`src/rtl/fp_result_fifo.sv`:
```
// fp_result_fifo: show-ahead FIFO for multiplier results with classification and drop/overflow/underflow statistics
module fp_result_fifo #(
  parameter int DEPTH = 8,
  parameter int CW    = 16
) (
  input  logic                     clk,
  input  logic                     rst_n,
  input  logic                     in_valid,
  input  logic [31:0]              fp_Z,
  input  logic                     ovrf,
  input  logic                     udrf,
  input  logic [2:0]               r_mode,
  input  logic                     flush,
  input  logic                     clr_stats,
  input  logic                     out_ready,
  output logic                     out_valid,
  output logic [31:0]              out_data,
  output logic                     out_ovrf,
  output logic                     out_udrf,
  output logic [2:0]               out_mode,
  output logic [2:0]               out_class,
  output logic                     full,
  output logic                     empty,
  output logic [$clog2(DEPTH):0]   count,
  output logic [CW-1:0]            drop_cnt,
  output logic [CW-1:0]            ovrf_cnt,
  output logic [CW-1:0]            udrf_cnt
);
  localparam int AW = $clog2(DEPTH);
  localparam int NW = AW + 1;
  logic [39:0]   mem [DEPTH];
  logic [AW-1:0] wr_ptr, rd_ptr;
  logic [2:0]    cls;
  logic [39:0]   head;
  logic          push, pop, drop;
  function automatic logic [CW-1:0] sat_inc(input logic [CW-1:0] v, input logic en);
    return v + CW'(en & ~&v);
  endfunction
  // classify the incoming result: zero, subnormal, normal, inf, qNaN, sNaN
  always_comb begin
    cls = (fp_Z[30:23] == 8'h00) ? ((fp_Z[22:0] == '0) ? 3'd0 : 3'd1) :
          (fp_Z[30:23] != 8'hFF) ? 3'd2 :
          (fp_Z[22:0] == '0)     ? 3'd3 :
          fp_Z[22]               ? 3'd4 : 3'd5;
  end
  assign empty     = count == '0;
  assign full      = count == NW'(DEPTH);
  assign out_valid = !empty;
  assign pop       = out_valid & out_ready;
  assign push      = in_valid & (!full | pop) & !flush;
  assign drop      = in_valid & full & !pop & !flush;
  assign head      = empty ? '0 : mem[rd_ptr];
  assign {out_data, out_ovrf, out_udrf, out_mode, out_class} = head;
  // storage array needs no reset; empty masks stale contents
  always_ff @(posedge clk)
    if (push) mem[wr_ptr] <= {fp_Z, ovrf, udrf, r_mode, cls};
  // pointers and occupancy; flush overrides any push or pop
  always_ff @(posedge clk or negedge rst_n) begin
    if (!rst_n) begin
      wr_ptr <= '0;
      rd_ptr <= '0;
      count  <= '0;
    end else if (flush) begin
      wr_ptr <= '0;
      rd_ptr <= '0;
      count  <= '0;
    end else begin
      if (push) wr_ptr <= wr_ptr + AW'(1);
      if (pop) rd_ptr <= rd_ptr + AW'(1);
      count <= count + NW'(push) - NW'(pop);
    end
  end
  // saturating statistics; clear beats coincident increments
  always_ff @(posedge clk or negedge rst_n) begin
    if (!rst_n) begin
      drop_cnt <= '0;
      ovrf_cnt <= '0;
      udrf_cnt <= '0;
    end else if (clr_stats) begin
      drop_cnt <= '0;
      ovrf_cnt <= '0;
      udrf_cnt <= '0;
    end else begin
      drop_cnt <= sat_inc(drop_cnt, drop);
      ovrf_cnt <= sat_inc(ovrf_cnt, push & ovrf);
      udrf_cnt <= sat_inc(udrf_cnt, push & udrf);
    end
  end
endmodule
```
`config.mk`:
```
export PLATFORM = sky130hd
export DESIGN_NAME = fp_result_fifo
export DESIGN_NICKNAME = d
export VERILOG_FILES = /design/src/rtl/fp_result_fifo.sv
export SDC_FILE = /design/constraint.sdc
export NUM_CORES = 1
export LEC_CHECK = 0
export CAP_MARGIN = 10
export CELL_PAD_IN_SITES_DETAIL_PLACEMENT = 1
export CELL_PAD_IN_SITES_GLOBAL_PLACEMENT = 1
export CORE_MARGIN = 2
export CORE_UTILIZATION = 35
export CTS_CLUSTER_DIAMETER = 150
export DETAILED_ROUTE_END_ITERATION = 16
export GPL_ROUTABILITY_DRIVEN = 1
export PLACE_DENSITY_LB_ADDON = 0.12
export RECOVER_POWER = 100
export REMOVE_ABC_BUFFERS = 1
export SETUP_SLACK_MARGIN = 0.5
export SLEW_MARGIN = 25
export SYNTH_ARGS = -nofsm -noshare
export SYNTH_HDL_FRONTEND = slang
export SYNTH_SLANG_ARGS = --single-unit
```
`constraint.sdc`:
```
create_clock -name clk -period 5.7 [get_ports clk]
set_input_delay 0.57 -clock clk [delete_from_list [all_inputs] [get_ports clk]]
set_output_delay 0.57 -clock clk [all_outputs]
set_load 0.01 [all_outputs]
```
==> summary.txt, run 1 <==
Outcome
  – Outcome: finished, violations left
  – Violated checks: capacitance limit, slew limit

Synthesis
  – Cell count after synthesis: 809
  – Post-synth EDFFs: 320
  – Post-Syn Area: 15100 sq um
  – Synth Area per Inst: 18.7 sq um
  – List of most frequent post-synthesis cells: edfxtp_1, mux4_2, nor2_1
  – Async SR Flop Fraction: 15.3%
  – Area leader, netlist: edfxtp_1
  – Count of different cell masters after synthesis: 43
  – Yosys top cell area share: 63.6%
  – Synth Warn #: 0
  – Main flop type after synthesis: edfxtp_1
  – Post-synthesis sequential area ratio: 73.3%
  – Cells taking the most area after synthesis: edfxtp_1, mux4_2, dfrtp_1
  – #FFs+latches synth: 378
  – Most common cell in the synthesized netlist: edfxtp_1

Route
  – ANT nets after route: 0
  – Drt first-iter violations: 324
  – First-pass DRT Iterations: 6
  – Routed len/inst: 22.9 um
  – Remaining DRCs: 0
  – Via count: 8065
  – Via density: 5.20
  – DRT Wirelength: 35600 um

Clock tree
  – Clock-pin transition on the worst setup and hold timing paths: 0.06 ns
  – CTS buffer count: 43
  – # clock sinks: 378
  – Hold Buf Count CTS: 0
  – CTS tree: yes
  – Max clock buf depth: 3
  – Clk_lat worst skew: 0.57 ns
  – Post CTS Setup Buffer Count: 0
  – Post-CTS Resized: 0
  – CTS Root Cell: clkbuf_16
  – H-Tree Depth: 2

Floorplan
  – Std-Cell Rows: 76
  – I/O pins: 138
  – Die Ht: 212 um
  – Die area: 44800 sq um
  – CORE AREA: 42800 sq um
  – Initial Util: 35.3%
  – Die W: 212 um

Place
  – Input/output buffers: 137
  – Placer's final routability congestion estimate: 0.728
  – Final HPWL DP: 20100 um
  – Placement Setup Slack: 1.95 ns
  – Placement Cell Area: 17100 sq um

STA
  – Final Setup Violations: 0
  – Worst relative slew slack: -120%
  – Worst slew pin tran: 3.30 ns
  – RSZ-0062 raised after global routing: no
  – Tmin final: 4.76 ns
  – Max-slew violations: 308
  – Final Hold Viols: 0
  – WHS: 0.572 ns
  – Setup ws final: 0.936 ns
  – Setup_tns: 0 ns
  – Crit share post-route: 83.6%
  – Peak Freq: 0.210 GHz
  – Worst clock skew: 0.0181 ns

Power and ir drop
  – Sw frac: 26.5%
  – Internal Power: 5.60 mW
  – Static leakage: 6.35 nW
  – VDD IR max: 0.148 mV
  – Clock power share: 36.2%
  – Sequential Power Share: 42.6%
  – Switching Power: 2.02 mW
  – Comb pwr share: 21.2%
  – PwrDens: 412 nW/um^2

Setup path
  – Crit start category: register
  – CP max FO: 26
  – R2R depth: 7
  – Worst EP required: 5.13 ns
  – Critical path capture point type: output pin
  – Reg2reg setup slack: 1.29 ns
  – Data arrival, critical path: 4.19 ns
  – WS Path Type: reg -> out

Worst hold path
  – Hold Path Class: reg -> reg
  – Hold Path Depth: 2

Finish
  – Area grow syn2layout: 22.4%
  – Post-route cell area: 18500 sq um
  – Final core utilization: 43.2%
  – Nets@finish: 1027
  – Share of layout cells above drive strength 1: 16.7%
  – Fillers: 4119

GRT
  – Largest net degree at the start of global routing: 61
  – Initial antenna violation count: 4
  – Vias in the first global route: 8837
  – Grt ovf: 0
  – First-pass GRT wire length: 54900 um
  – Global-route usage over all layers: 16.5%

Run
  – Max Cap Viol: 9
final timing paths:
path,from,to
worst max-delay path,count[2],out_data[25]
worst min-delay path,drop_cnt[13],drop_cnt[13]
worst max register to register,count[2],mem[4][22]
worst min register to register,drop_cnt[13],drop_cnt[13]
max in group asynchronous,rst_n,rd_ptr[1]
min in group asynchronous,rst_n,ovrf_cnt[7]
registers in the layout, summed over array words and instances, names as in the netlist:
| register | count |
|---|---|
| mem | 320 |
| rd_ptr | 3 |
| drop_cnt | 16 |
| wr_ptr | 3 |
| count | 4 |
| ovrf_cnt | 16 |
| udrf_cnt | 16 |
cells in the final DEF (no fill, tap or decap), drive strengths merged, types with 3 or more instances in the layout:
master,n
nand4,17
a22o,40
clkinvlp,5
edfxtp,320
o21ai,6
or3,5
nand2,14
mux2,3
nand2b,4
a21oi,8
mux4,80
nand3,21
dfrtp,58
and3,4
and4,3
xor2,18
clkinv,16
diode,3
ha,14
inv,18
nor2b,10
buf,9
dlygate4sd3,130
clkdlybuf4s50,5
clkbuf,60
bufinv,4
nor2,61
nor4,17
nor3,12
xnor2,23
cells by family (layout without fill, tap and decap cells):
family / Yosys count / after routing / synth area share [%]
other: 0 / 3 / 0
DFF: 378 / 378 / 73.3
muxes: 84 / 84 / 12.2
AOI/OAI and AO/OA: 61 / 61 / 3.15
xor gates and xnor gates: 41 / 41 / 2.38
and+or+nand+nor: 177 / 177 / 6.00
buffers and inverters: 53 / 247 / 1.71
adders and majority gates: 15 / 15 / 1.29
routing by layer:
| layer | part of all wire, % | GRT usage (%) | vias up | wire length (um) |
|---|---|---|---|---|
| li1 | - | - | 3568 | - |
| met5 | 0.076 | 0 | - | 27 |
| met1 | 46 | 22.7 | 4276 | 16300 |
| met3 | 4.1 | 3.03 | 50 | 1460 |
| met4 | 2.1 | 5.39 | 4 | 749 |
| met2 | 48 | 26.8 | 167 | 17000 |
per-stage QoR:
step                power (mW)  instances
finish                    7.62       1552
CTS                       7.85       1549
global placement          5.06       1470
floorplan                 4.27        772
detailed placement        5.08       1470
global route              7.97       1551
power groups by stage:
stage / sequential, mW / clock, mW / combinational, mW
after floorplan: 3.33 / 0 / 0.947
after global placement: 3.31 / 0 / 1.76
after detailed placement: 3.31 / 0 / 1.76
after CTS: 3.26 / 2.83 / 1.77
after global routing: 3.28 / 2.93 / 1.76
final: 3.25 / 2.75 / 1.62
critical path, stage by stage, from the launching register on:
cell	delay (ns)
dfrtp_1	0.34
inv_1	0.08
ha_1	0.21
or3b_1	0.26
inv_1	0.09
nor2_2	1.32
buf_4	0.47
a22o_1	0.23
dlygate4sd3_1	0.62
layout make-up:
type / instances / area, sq um / area share [%]
tap: 546 / 683 / 3.70
sequential: 378 / 11100 / 59.9
clock buffer: 52 / 1150 / 6.24
multi-input combinational: 378 / 3790 / 20.5
timing repair buffer: 152 / 1460 / 7.89
antenna: 3 / 7.51 / 0.0406
inverter: 16 / 60.1 / 0.325
clock inverter: 27 / 256 / 1.39
Note: power is estimated with default switching activity, not from simulation.
==> run 2: changes to the inputs <==
==> constraint.sdc (replaced) <==
create_clock -name clk -period 4 [get_ports clk]
set_input_delay 0.4 -clock clk [delete_from_list [all_inputs] [get_ports clk]]
set_output_delay 0.4 -clock clk [all_outputs]
set_load 0.01 [all_outputs]
==> summary.txt, run 2 (synthesized netlist as in run 1, its figures left out) <==
Power and ir drop
  – Comb pwr share: 22.8% (+1.6 points)
  – Internal Power: 8.17 mW (+46%)
  – Switching Power: 2.91 mW (+45%)
  – Sw frac: 26.3% (-0.17 points)
  – VDD IR max: 0.325 mV (+120%)
  – Sequential Power Share: 40.9% (-1.7 points)
  – PwrDens: 593 nW/um^2 (+44%)
  – Static leakage: 6.47 nW (+1.9%)
  – Clock power share: 36.3% (about the same)

Route
  – Drt first-iter violations: 351 (+8.3%)
  – First-pass DRT Iterations: 4 (-2)
  – Via count: 8021 (-0.55%)
  – Top Metal Used: met5
  – Met1 wire length: 16100 um (-1.6%)
  – Via density: 5.14 (-1.1%)
  – DRT Wirelength: 36100 um (+1.6%)
  – Met3 WL: 1590 um (+8.9%)
  – Remaining DRCs: 0 (unchanged)
  – ANT nets after route: 0 (unchanged)
  – Metal2 WL: 17800 um (+4.6%)
  – Routed len/inst: 23.2 um (+1.1%)

Clock tree
  – CTS Root Cell: clkbuf_16
  – CTS buffer count: 43 (unchanged)
  – Clock-pin transition on the worst setup and hold timing paths: 0.06 ns (about the same)
  – Clk_lat worst skew: 0.56 ns (about the same)
  – # clock sinks: 378 (unchanged)
  – Max clock buf depth: 3 (unchanged)
  – CTS tree: yes
  – H-Tree Depth: 2 (unchanged)

STA
  – RSZ-0062 raised after global routing: no
  – Worst slew pin tran: 2.00 ns (-1.30 ns)
  – Worst clock skew: 0.0174 ns (-0.000696 ns)
  – Final Hold Viols: 0 (unchanged)
  – Final Setup Violations: 0 (unchanged)
  – Crit share post-route: 88.8%
  – Tmin final: 3.55 ns
  – Peak Freq: 0.282 GHz
  – Setup ws final: 0.449 ns (-0.487 ns)
  – Worst relative slew slack: -33.5% (+87 points)
  – Max-slew violations: 119 (-61%)

Place
  – Input/output buffers: 137 (unchanged)
  – Placement Setup Slack: 0.777 ns (-1.18 ns)
  – Placer's final routability congestion estimate: 0.732 (+0.60%)
  – Final HPWL DP: 19600 um (-2.3%)
  – Placement Cell Area: 17300 sq um (+1.2%)

Finish
  – Post-route cell area: 18700 sq um (+1.2%)
  – Max FFs per register: 320 (unchanged)
  – Share of layout cells above drive strength 1: 18.3% (+1.6 points)
  – Area of the multi-input gates: 3840 sq um (+1.4%)
  – Final core utilization: 43.7% (+0.51 points)
  – Area grow syn2layout: 23.8%
  – Nets@finish: 1038 (+1.1%)
  – # diodes: 0 (-3)
  – Fillers: 4138 (+0.46%)
  – Largest register by flop count: mem
  – Commonest non-fill, non-tap cell in the layout: edfxtp_1
  – FF+latch area: 11100 sq um (unchanged)
  – Commonest non-fill, non-tap cells in the layout: edfxtp_1, dlygate4sd3_1, mux4_2

GRT
  – Global-route usage over all layers: 16.5% (-0.039 points)
  – Grt ovf: 0 (unchanged)
  – Largest net degree at the start of global routing: 43 (-30%)
  – Initial antenna violation count: 3 (-1)
  – First-pass GRT wire length: 54900 um (about the same)
  – Vias in the first global route: 8907 (+0.79%)

Outcome
  – Outcome: finished, violations left
  – Violated checks: capacitance limit, slew limit

Floorplan
  – Die Ht: 212 um (unchanged)
  – Initial Util: 35.3% (unchanged)
  – Die W: 212 um (unchanged)
  – CORE AREA: 42800 sq um (unchanged)
  – Std-Cell Rows: 76 (unchanged)
  – I/O pins: 138 (unchanged)
  – Die area: 44800 sq um (unchanged)

Setup path
  – Data arrival, critical path: 3.15 ns (-1.04 ns)
  – CP max FO: 40 (+54%)
  – Largest stage delay, worst path: 0.61 ns (-0.71 ns)
  – WS Path Type: reg -> out
  – Crit start category: register
  – Crit-path slowest cell: dlygate4sd3_1
  – Most used cell, CP: inv_1
  – Crit path cell chain: inv_1, ha_1, or3b_1, inv_1, nor2_4, buf_12, a22o_1, dlygate4sd3_1
  – Worst EP required: 3.60 ns (-1.53 ns)
  – Critical path capture point type: output pin

Run
  – Max Cap Viol: 3 (-6)

Worst hold path
  – Hold Path Class: in -> reg
## run 2: changes by cell type in the layout (fill, tap and decap cells not counted), moves of 3 or more
cell	delta
buf_12	+3
buf_2	+3
buf_4	+3
clkbuf_1	-8
clkbuf_2	+3
clkinv_1	+5
diode_2	-3
nor2_1	-5
nor2_4	+6
## run 2: through the flow
step / cells / power, mW / TNS [ns] / hold slack [ns]
final: 1560 / 11.1 / 0 / 0.426
after global routing: 1560 / 11.6 / 0 / 0.466
after CTS: 1559 / 11.4 / 0 / 0.419
after detailed placement: 1478 / 7.30 / 0 / 0.538
after global placement: 1478 / 7.29 / 0 / 0.539
after floorplan: 772 / 6.09 / -64.33 / 0.104
## run 2: repair_timing
| item | in CTS | in global routing |
|---|---|---|
| pin swaps | 0 | 1 |
| gates resized for setup | 0 | 2 |
| hold buffers | 1 | 0 |
| cloned | 0 | 1 |
| setup endpoints to repair | 9 | 25 |
| hold endpoints to repair | 34 | 0 |
| setup buffers | 1 | 0 |
## run 2: power by group through the flow
stage	sequential [mW]	clock (mW)	combinational [mW]
after floorplan	4.74	0	1.35
after global placement	4.64	0	2.66
after detailed placement	4.64	0	2.66
after CTS	4.53	4.15	2.74
after global routing	4.55	4.30	2.74
final	4.53	4.02	2.53
## run 2: area by class of cell
| type | count | area share [%] |
|---|---|---|
| Clock buffer | 48 | 6.08 |
| Clock inverter | 31 | 1.67 |
| Inverter | 16 | 0.321 |
| Multi-Input combinational cell | 379 | 20.6 |
| Sequential cell | 378 | 59.2 |
| Tap cell | 546 | 3.65 |
| Timing Repair Buffer | 162 | 8.52 |
## run 2: critical path, delay by kind of cell, from the launching register on
family,cells,cell delay (ns)
AND/OR/NAND/NOR,2,0.61
buffers and inverters,4,1.12
adder cells (fa/ha/maj),1,0.17
flip-flops,1,0.37
AO/OA/AOI/OAI,1,0.28
## run 2: final timing paths
check / start / end / slack [ns] / depth (start not counted)
max in group asynchronous: rst_n / rd_ptr[1] / 1.48 / 3
worst max-delay path: count[2] / out_class[2] / 0.45 / 8
worst min-delay path: clr_stats / ovrf_cnt[8] / 0.43 / 2
worst min register to register: wr_ptr[0] / wr_ptr[0] / 0.55 / 2
min in group asynchronous: rst_n / ovrf_cnt[7] / 0.94 / 2
worst max register to register: count[2] / mem[6][12] / 0.56 / 7
## run 2: routing by layer
| metal | up-vias | GRT usage, % |
|---|---|---|
| met5 | - | 0 |
| met4 | 6 | 4.27 |
| met3 | 54 | 3.99 |
| met2 | 158 | 27.8 |
| met1 | 4217 | 21.5 |
| li1 | 3586 | - |
==> run 3: changes to the inputs <==
--- a/config.mk
+++ b/config.mk
@@ -8,11 +8,11 @@
 export CAP_MARGIN = 10
 export CELL_PAD_IN_SITES_DETAIL_PLACEMENT = 1
 export CELL_PAD_IN_SITES_GLOBAL_PLACEMENT = 1
-export CORE_MARGIN = 2
 export CORE_UTILIZATION = 35
 export CTS_CLUSTER_DIAMETER = 150
 export DETAILED_ROUTE_END_ITERATION = 16
 export GPL_ROUTABILITY_DRIVEN = 1
+export GPL_TIMING_DRIVEN = 1
 export PLACE_DENSITY_LB_ADDON = 0.12
 export RECOVER_POWER = 100
 export REMOVE_ABC_BUFFERS = 1
==> summary.txt, run 3 (synthesized netlist as in run 1, its figures left out) <==
Floorplan
  – I/O pins: 138 (unchanged)
  – CORE AREA: 42200 sq um (-1.3%)
  – Initial Util: 35.8% (+0.47 points)
  – Die Ht: 210 um (-0.94%)
  – Die W: 210 um (-0.94%)
  – Std-Cell Rows: 75 (-1.3%)
  – Die area: 44000 sq um (-1.9%)

Finish
  – Largest register by flop count: mem
  – Share of layout cells above drive strength 1: 17.5% (-0.86 points)
  – Commonest non-fill, non-tap cells in the layout: edfxtp_1, dlygate4sd3_1, mux4_2
  – Max FFs per register: 320 (unchanged)
  – Area grow syn2layout: 22.8%
  – Nets@finish: 1042 (+0.39%)
  – Final core utilization: 43.9% (+0.23 points)
  – Commonest non-fill, non-tap cell in the layout: edfxtp_1

Route
  – Routed len/inst: 23.2 um (+0.15%)
  – Drt first-iter violations: 470 (+34%)
  – Via density: 5.20 (+1.1%)
  – ANT nets after route: 0 (unchanged)
  – First-pass DRT Iterations: 4 (unchanged)
  – Via count: 8103 (+1.0%)
  – DRT Wirelength: 36200 um (about the same)
  – Remaining DRCs: 0 (unchanged)

Power and ir drop
  – Comb pwr share: 23.3% (+0.5 points)
  – Clock power share: 34.5% (-1.8 points)
  – PwrDens: 580 nW/um^2 (-2.1%)
  – Sequential Power Share: 42.2% (+1.3 points)
  – VDD IR max: 0.298 mV (-8.3%)
  – Sw frac: 26.8% (+0.53 points)
  – Power, Total: 10.8 mW (-2.9%)
  – Switching Power: 2.89 mW (-0.90%)
  – Static leakage: 6.41 nW (-0.98%)
  – Internal Power: 7.87 mW (-3.6%)

STA
  – Final Setup Violations: 0 (unchanged)
  – Worst slew pin tran: 1.66 ns (-0.339 ns)
  – Final Hold Viols: 0 (unchanged)
  – Max-slew violations: 29 (-76%)
  – Worst relative slew slack: -10.9% (+23 points)
  – Peak Freq: 0.282 GHz (about the same)
  – RSZ-0062 raised after global routing: no
  – Tmin final: 3.55 ns (+0.000908 ns)
  – WHS: 0.385 ns (-0.0402 ns)
  – Crit share post-route: 88.8% (about the same)
  – Worst clock skew: 0.0154 ns (-0.00200 ns)

GRT
  – Global-route usage over all layers: 16.8% (+0.26 points)
  – Largest net degree at the start of global routing: 41 (-4.7%)
  – Vias in the first global route: 8944 (+0.42%)
  – Grt ovf: 0 (unchanged)
  – First-pass GRT wire length: 55100 um (+0.35%)
  – Initial antenna violation count: 5 (+2)

Setup path
  – Crit path cell chain: inv_1, ha_1, or3b_1, inv_1, nor2_4, buf_8, a22o_1, dlygate4sd3_1
  – Largest stage delay, worst path: 0.61 ns (about the same)
  – Worst EP required: 3.60 ns (about the same)
  – Critical path capture point type: output pin
  – CP max FO: 40 (unchanged)
  – Crit-path slowest cell: dlygate4sd3_1
  – R2R depth: 7 (unchanged)
  – WS Path Type: reg -> out
  – Crit start category: register
  – Reg2reg setup slack: 0.62 ns (+0.06 ns)
  – Data arrival, critical path: 3.15 ns (about the same)
  – Most used cell, CP: inv_1

Place
  – Placer's final routability congestion estimate: 0.718 (-2.0%)
  – Input/output buffers: 137 (unchanged)
  – Final HPWL DP: 20300 um (+3.4%)

Clock tree
  – # clock sinks: 378 (unchanged)
  – Clock-pin transition on the worst setup and hold timing paths: 0.06 ns (about the same)
  – CTS Root Cell: clkbuf_16
  – Max clock buf depth: 3 (unchanged)
  – CTS buffer count: 43 (unchanged)
  – H-Tree Depth: 2 (unchanged)
  – CTS tree: yes
  – Clk_lat worst skew: 0.56 ns (about the same)

Worst hold path
  – Hold Path Depth: 2 (unchanged)
  – Hold Path Class: in -> reg

Outcome
  – Violated checks: capacitance limit, slew limit
  – Outcome: finished, violations left

Run
  – Max Cap Viol: 1 (-2)
run 3: power groups by stage:
stage	registers, mW	logic (mW)	clock network [mW]
final	4.54	2.51	3.71
after global routing	4.56	2.72	3.98
after CTS	4.55	2.70	3.84
after detailed placement	4.65	2.62	0
after global placement	4.65	2.62	0
after floorplan	4.74	1.35	0
run 3: final timing paths:
kind                            from      endpoint
hold reg to reg            wr_ptr[0]     wr_ptr[0]
setup / recovery            count[2]  out_data[30]
max in group asynchronous      rst_n     rd_ptr[1]
min in group asynchronous      rst_n  ovrf_cnt[11]
hold / removal             clr_stats  ovrf_cnt[10]
setup reg to reg            count[2]    mem[0][17]
run 3: layout make-up:
type / instances / area, sq um
Fill cell: 4080 / 23700
Sequential cell: 378 / 11100
Multi-Input combinational cell: 379 / 3830
Timing Repair Buffer: 166 / 1600
Clock buffer: 58 / 1150
Tap cell: 539 / 674
Clock inverter: 21 / 160
Inverter: 16 / 60.1
Antenna cell: 2 / 5.00
run 3: stage by stage:
stage	setup slack (ns)	cell area, sq um	cells	setup TNS [ns]
after floorplan	-0.555	14900	772	-64.33
after global placement	0.859	17300	1475	0
after detailed placement	0.770	17300	1475	0
after CTS	0.528	18700	1556	0
after global routing	0.262	18500	1557	0
final	0.448	18500	1559	0
run 3: critical path, delay by kind of cell, from the launching register on:
kind / cells / cell delay, ns
buf+inv: 4 / 1.12
simple gates: 2 / 0.59
flops: 1 / 0.37
compound gates: 1 / 0.32
fa+ha+maj: 1 / 0.17
run 3: routing by layer:
metal | vias up | track usage (%) | part of all wire [%]
met5 | - | 0 | 0.086
met1 | 4285 | 22.7 | 45
met2 | 153 | 27.1 | 48
li1 | 3604 | - | -
met4 | 6 | 4.08 | 1.7
met3 | 55 | 4.17 | 4.8
run 3: timing repair:
action,in CTS,in global routing
hold buffers,1,0
endpoints found under the hold margin,26,0
resized for setup,1,3
buffers inserted,1,0
endpoints found under the setup margin,21,13
cloned,0,1
pin swaps,0,1
